`config.mk`:
```
export PLATFORM = sky130hd
export DESIGN_NAME = clk_period_meter
export DESIGN_NICKNAME = d
export VERILOG_FILES = /design/src/rtl/clk_period_meter.sv
export SDC_FILE = /design/constraint.sdc
export NUM_CORES = 1
export LEC_CHECK = 0
export CORE_UTILIZATION = 46
export CTS_CLUSTER_DIAMETER = 30
export DETAILED_ROUTE_END_ITERATION = 16
export GPL_TIMING_DRIVEN = 0
export PLACE_DENSITY = 0.64
export SYNTH_ARGS = -nofsm -noshare
export SYNTH_HDL_FRONTEND = slang
export SYNTH_SLANG_ARGS = --single-unit
```
`constraint.sdc`:
```
create_clock -name clkIn -period 2.75 [get_ports clkIn]
set_input_delay 0.275 -clock clkIn [delete_from_list [all_inputs] [get_ports clkIn]]
set_output_delay 0.275 -clock clkIn [all_outputs]
set_load 0.02 [all_outputs]
```
`src/rtl/clk_period_meter.sv`:
```
// rtl/clk_period_meter.sv - period and high-time meter for a slow asynchronous clock-like input
//
// Purpose: measures sigIn in units of clkIn. After the first synchronized
// rising edge, every further rising edge reports the clkIn count between the
// last two edges (period) and how many of those cycles sigIn was high
// (highTime), together with a one-cycle valid pulse. If no edge arrives
// within MAX_PERIOD cycles the meter raises timeout until the next edge,
// which restarts measurement without a report.
//
// Ports:
//   clkIn    - system clock, all state on its rising edge
//   reset    - synchronous, active-high reset
//   sigIn    - asynchronous input being measured
//   period   - clkIn cycles between the last two sigIn rising edges
//   highTime - clkIn cycles sigIn was high within that period
//   valid    - one-cycle pulse when period/highTime update
//   timeout  - high while no rising edge has been seen for MAX_PERIOD cycles

module clk_period_meter #(
    parameter int WIDTH      = 32,
    parameter int MAX_PERIOD = 1000000
) (
    input  logic             clkIn,
    input  logic             reset,
    input  logic             sigIn,
    output logic [WIDTH-1:0] period,
    output logic [WIDTH-1:0] highTime,
    output logic             valid,
    output logic             timeout
);

    localparam logic [WIDTH-1:0] ONE      = WIDTH'(1);
    localparam logic [WIDTH-1:0] MAX_W    = WIDTH'(MAX_PERIOD);
    localparam logic [WIDTH-1:0] LAST_CNT = WIDTH'(MAX_PERIOD - 1);

    typedef enum logic [1:0] {
        ARM  = 2'd0,
        MEAS = 2'd1,
        TOUT = 2'd2
    } state_t;

    state_t state;
    state_t state_next;

    logic sig_meta;
    logic sig_sync;
    logic sig_prev;
    logic rise;

    logic [WIDTH-1:0] cnt;
    logic [WIDTH-1:0] hcnt;

    logic restart;
    logic report;
    logic advance;

    // Two-flop synchronizer plus one delay flop for edge detection.
    always_ff @(posedge clkIn) begin
        if (reset) begin
            sig_meta <= 1'b0;
            sig_sync <= 1'b0;
            sig_prev <= 1'b0;
        end else begin
            sig_meta <= sigIn;
            sig_sync <= sig_meta;
            sig_prev <= sig_sync;
        end
    end

    assign rise = sig_sync & ~sig_prev;

    always_ff @(posedge clkIn) begin
        if (reset) begin
            state <= ARM;
        end else begin
            state <= state_next;
        end
    end

    // A rise on the last countable cycle wins over the timeout.
    always_comb begin
        state_next = state;
        case (state)
            ARM:     if (rise) state_next = MEAS;
            MEAS:    if (!rise && (cnt == LAST_CNT)) state_next = TOUT;
            TOUT:    if (rise) state_next = MEAS;
            default: state_next = ARM;
        endcase
    end

    // Only an edge that closes a period counted from a previous edge reports;
    // edges seen in ARM or TOUT just restart the counters.
    always_comb begin
        restart = 1'b0;
        report  = 1'b0;
        advance = 1'b0;
        case (state)
            ARM:  restart = rise;
            MEAS: begin
                if (rise) begin
                    restart = 1'b1;
                    report  = 1'b1;
                end else if (cnt != LAST_CNT) begin
                    advance = 1'b1;
                end
            end
            TOUT: restart = rise;
            default: begin
                restart = 1'b0;
            end
        endcase
    end

    // hcnt restarts at 1 because the rise cycle itself has sigSync high.
    always_ff @(posedge clkIn) begin
        if (reset) begin
            cnt      <= '0;
            hcnt     <= '0;
            period   <= '0;
            highTime <= '0;
            valid    <= 1'b0;
            timeout  <= 1'b0;
        end else begin
            valid   <= report;
            timeout <= (state_next == TOUT);
            if (report) begin
                period   <= cnt + ONE;
                highTime <= hcnt;
            end
            if (restart) begin
                cnt  <= '0;
                hcnt <= ONE;
            end else if (advance) begin
                cnt <= cnt + ONE;
                if (sig_sync && (hcnt != MAX_W)) begin
                    hcnt <= hcnt + ONE;
                end
            end
        end
    end

endmodule

```
* Yosys cells after proc, flatten, opt, wreduce, memory -nomap -nowiden
Cells that the tools add are included.
Cells by class: add/subtract/negate cells 2, equality and inequality tests 6, multiplexer cells 12, bitwise operators 2, reduce and logical (&&, ||, !) cells 10
Operators by type and width (number):
- 32-bit by 1-bit adder with 32-bit output, second input constant | 2
- 32-bit by 20-bit != test with 1-bit output, second input constant | 2
- 32-bit by 20-bit == test with 1-bit output, second input constant | 1
- 1-bit 2-to-1 mux | 8
- 2-bit == test, second input constant | 2
- 2-bit 2-to-1 mux | 2
- 2-bit case mux with 2 select lines | 1
- 2-bit AND reduction | 2
- 2-bit nonzero test | 2
- 2-bit OR reduction | 2
- 2-bit by 1-bit == test with 1-bit output, second input constant | 1
- 1-bit logical AND | 2
- 2-bit zero test | 1
- 1-bit case mux with 2 select lines | 1
- 1-bit bitwise AND | 1
- 1-bit zero test | 1
- 1-bit NOT | 1
Storage, ports and cells: bits in registers 135, output and inout bits 66

* Logic depth before layout (Yosys ltp)
Gate-level depths: netlist (run 1).
depth after elaboration 7, gate-level depth with buffers 9, depth with buffers taken out 8

* Least setup slack after synthesis (run 1)
Ideal clock, no wire load.
path type register to register, start register cnt[0], end register hcnt[16], setup time 128 ps, arrival time 1950 ps, required time 2622 ps, slack 673 ps, stages on the path, launching flop included 10, path buffers 2, period minus slack after synthesis 2077 ps, cell sequence dfxtp_1 > ha_1 > nand3_2 > or2_1 > buf_6 > nor3_4 > buf_6 > nor3_1 > xnor2_1 > nor2_1
Between the ends: longest elaborated chain between the ends 5
Ends and longest elaborated chain:
- start, declared | line 50 | logic [WIDTH-1:0] cnt;
- start signal, assigned | line 134 | cnt <= cnt + ONE;
- 32-bit by 20-bit != test with 1-bit output | line 103 | end else if (cnt != LAST_CNT) begin
- 1-bit 2-to-1 mux | line 103
- 1-bit 2-to-1 mux | line 100 | if (rise) begin
- 1-bit 2-to-1 mux | line 97 | case (state)
- 2-bit AND reduction (no source line)
- end signal, assigned | line 136 | hcnt <= hcnt + ONE;
- end, declared | line 51 | logic [WIDTH-1:0] hcnt;
No other way between the ends. A chain may end at the register's enable or synchronous reset.

* Worst setup path after layout (run 1)
Ends and elaborated chain as after synthesis.

==> flow_metrics.py, run 1 <==
metrics = {
    "floorplan": {
        "die_w_um": 118,
        "num_rows": 41,
        "initial_core_util": 0.480,
        "dieArea_um2": 13900,
        "core_area_um2": 12800,
        "io_pins": 69,
        "die_h_um": 118,
    },
    "pwr": {
        "ir_drop_v": 0.000452,
        "power.leakage_nw": 2.40,
        "p_per_area_nw_per_um2": 554,
        "power_mw": 4.21,
    },
    "clocking": {
        "ctsHoldBuffers": 0,
        "insertion_delay_ns": 0.42,
        "cts_root_buf": "clkbuf_16",
        "htree_levels": 4,
        "cts_tree": "done",
        "postCtsSetupBuffers": 0,
        "clock-sinks": 135,
        "ctsResizeCount": 0,
        "cts_made_buffers": 17,
        "path_clk_slew_ns": 0.06,
        "clock_path_buffers": 2,
    },
    "worst_setup_path": {
        "reg2regPathDepth": 9,
        "start_kind": "flip-flop",
        "critical_path.endpoint_type": "flip-flop",
        "reg2reg_from": "cnt[0]",
        "r2r_end": "hcnt[16]",
        "worstSetupPathType": "reg -> reg",
        "arrival_ns": 2.77,
        "reg2reg_slack_ns": 0.27,
        "cp.required_ns": 3.04,
        "crit_path_max_fanout": 10,
    },
    "sta": {
        "worst_pin_slew_ns": 0.712,
        "clock_skew_ns": 0.00782,
        "rsz0062_at_grt": "false",
        "finalSetupViolations": 0,
        "fin_setup_tns_ns": 0,
        "finalHoldViolCount": 0,
        "max_slew_margin": 0.522,
        "fmax_mhz": 402,
        "fin_crit_sh": 0.904,
        "fin_crit_ns": 2.48,
        "maxSlewViolCount": 0,
    },
    "logic_synthesis": {
        "synth_nets": 743,
        "ys_warn_count": 0,
        "async_flop_share": 0,
        "yosysTopAreaCell": "dfxtp_1",
        "syn_area_per_cell_um2": 8.36,
        "synth_area_leaders": "dfxtp_1, xnor2_1, nand2_1, nor2_1, a21oi_1",
        "yosysUniqueCellTypes": 48,
        "syn-cell-area_um2": 6160,
        "synthFlopType": "dfxtp_1",
        "synth.top_cell.area_share": 0.439,
        "ys_ff_latch": 135,
        "synth_edf_count": 0,
        "ys_seq_area_frac": 0.439,
        "netlist_instances": 737,
    },
    "final_layout": {
        "antenna_cells": 0,
        "synthToLayoutAreaGrowth_pct": 23.4,
        "drive_gt1_frac": 0.0803,
        "fin_util": 0.593,
        "final_common_cell": "dfxtp_1",
        "n_fill_cell": 1198,
        "final_nets": 829,
        "final_cell_mix": "dfxtp_1, nand2_1, nor2_1",
    },
    "drt": {
        "drtIter0Drc": 318,
        "vias": 5413,
        "drcViolationCount": 0,
        "wirelength_um": 15300,
        "ant_nets": 0,
        "via_per_inst": 5.38,
        "wl_per_cell_um": 15.2,
        "dr.pass1.iters": 5,
    },
    "hold_path": {
        "hp-class": "in -> reg",
        "min_to": "sig_meta",
        "hold_depth": 2,
        "hold_start": "reset",
    },
    "global_route": {
        "overflow": 0,
        "grt_first_pass_wirelength_um": 25400,
        "grt_pass1_vias": 5108,
        "grt_max_degree": 17,
        "antenna_found_initial": 0,
        "grt_usage": 0.230,
    },
    "run": {
        "maxCapViolCount": 0,
    },
    "placed_design": {
        "hpwl_um": 10800,
        "portBuffers": 67,
        "globalplace.congestion": 0.867,
    },
    "status": {
        "status": "finished clean",
    },
}
==> per-stage QoR <==
step / hold slack [ns] / area, um2 / setup slack (ns) / instances
finish: 0.313 / 7600 / 0.265 / 1006
floorplan: 0.403 / 6160 / 0.673 / 737
CTS: 0.299 / 7600 / 0.264 / 1006
global route: 0.340 / 7600 / 0.115 / 1006
global placement: 0.429 / 7050 / 0.350 / 976
detailed placement: 0.432 / 7050 / 0.293 / 976
==> kinds of logic after synthesis <==
logic type,synth area share
XOR/XNOR,0.118
AND/OR/NAND/NOR,0.289
adder cells (fa/ha/maj),0.00609
AO/OA/AOI/OAI,0.0985
buffers and inverters,0.0502
flip-flops,0.439
==> cells in the mapped netlist (2+ instances only) <==
library cell and number:
clkbuf_1 31, nand3_2 3, and2_1 2, nor4_1 24
nand2_1 96, nor4bb_1 2, nor2_1 96, nor3_1 28
buf_6 5, buf_1 5, nor4_2 7, xnor2_1 70
a21oi_1 61, and3_1 5, nor2b_1 6, and4_1 5
nand3_1 19, xor2_1 13, a211oi_1 13, nor4_4 2
ha_1 3, buf_2 12, nor3b_1 3, nand4_4 3
nand2_2 2, nand4_1 15, o21ai_0 27, nor4b_1 7
inv_1 13, or3_1 7, dfxtp_1 135
==> worst max-delay path by stage <==
stage	start	end	slack (ns)	cells after the start
5_1_grt	cnt[0]	cnt[6]	0.11	9
3_5_place_dp	cnt[0]	hcnt[16]	0.29	9
4_1_cts	cnt[0]	hcnt[16]	0.26	9
3_3_place_gp	cnt[0]	hcnt[16]	0.35	9
2_1_floorplan	cnt[0]	hcnt[16]	0.67	9
6_report	cnt[0]	hcnt[16]	0.27	9
==> state kept, by name, indices dropped and copies added (netlist names) <==
signal / cells
highTime: 32
period: 32
sig_meta: 1
hcnt: 32
valid: 1
cnt: 32
state: 2
timeout: 1
sig_prev: 1
sig_sync: 1
==> layer usage <==
metal	track usage	vias up	wire length [um]
met5	0	-	0
met4	0.0986	0	278
met3	0.0480	21	640
met2	0.335	124	6720
met1	0.326	2581	7670
li1	-	2687	-
==> final cells by class <==
| class | count | area (um2) | area share |
|---|---|---|---|
| Tap cell | 172 | 215 | 0.0283 |
| Clock inverter | 2 | 10.0 | 0.00132 |
| Inverter | 14 | 52.6 | 0.00691 |
| Buffer | 54 | 256 | 0.0337 |
| Sequential cell | 135 | 2700 | 0.355 |
| Multi-Input combinational cell | 534 | 3150 | 0.414 |
| Timing Repair Buffer | 67 | 671 | 0.0882 |
| Clock buffer | 28 | 547 | 0.0719 |
==> power breakdown <==
part / leakage (nW) / total [mW] / internal (mW) / switching, mW
Sequential: 1.09 / 1.97 / 1.97 / 0.00756
Combinational: 1.03 / 0.107 / 0.0287 / 0.0778
Clock: 0.278 / 2.13 / 1.33 / 0.800
Total: 2.40 / 4.21 / 3.33 / 0.886
==> critical path, cell delays in order, from the launching register on <==
cell and delay [ns]:
dfxtp_1 0.42, ha_1 0.26, nand3_2 0.17, or2_1 0.30, buf_6 0.14, nor3_4 0.50
buf_6 0.24, nor3_1 0.09, xnor2_1 0.17, nor2_1 0.06
No activity file was read; power rests on OpenSTA's default activity.
==> inputs of run 2 (changes only) <==
- CAP_MARGIN: not set -> 25
==> results of run 2 <==
Same layout as run 1: the final DEF is identical, and so are final timing and power.
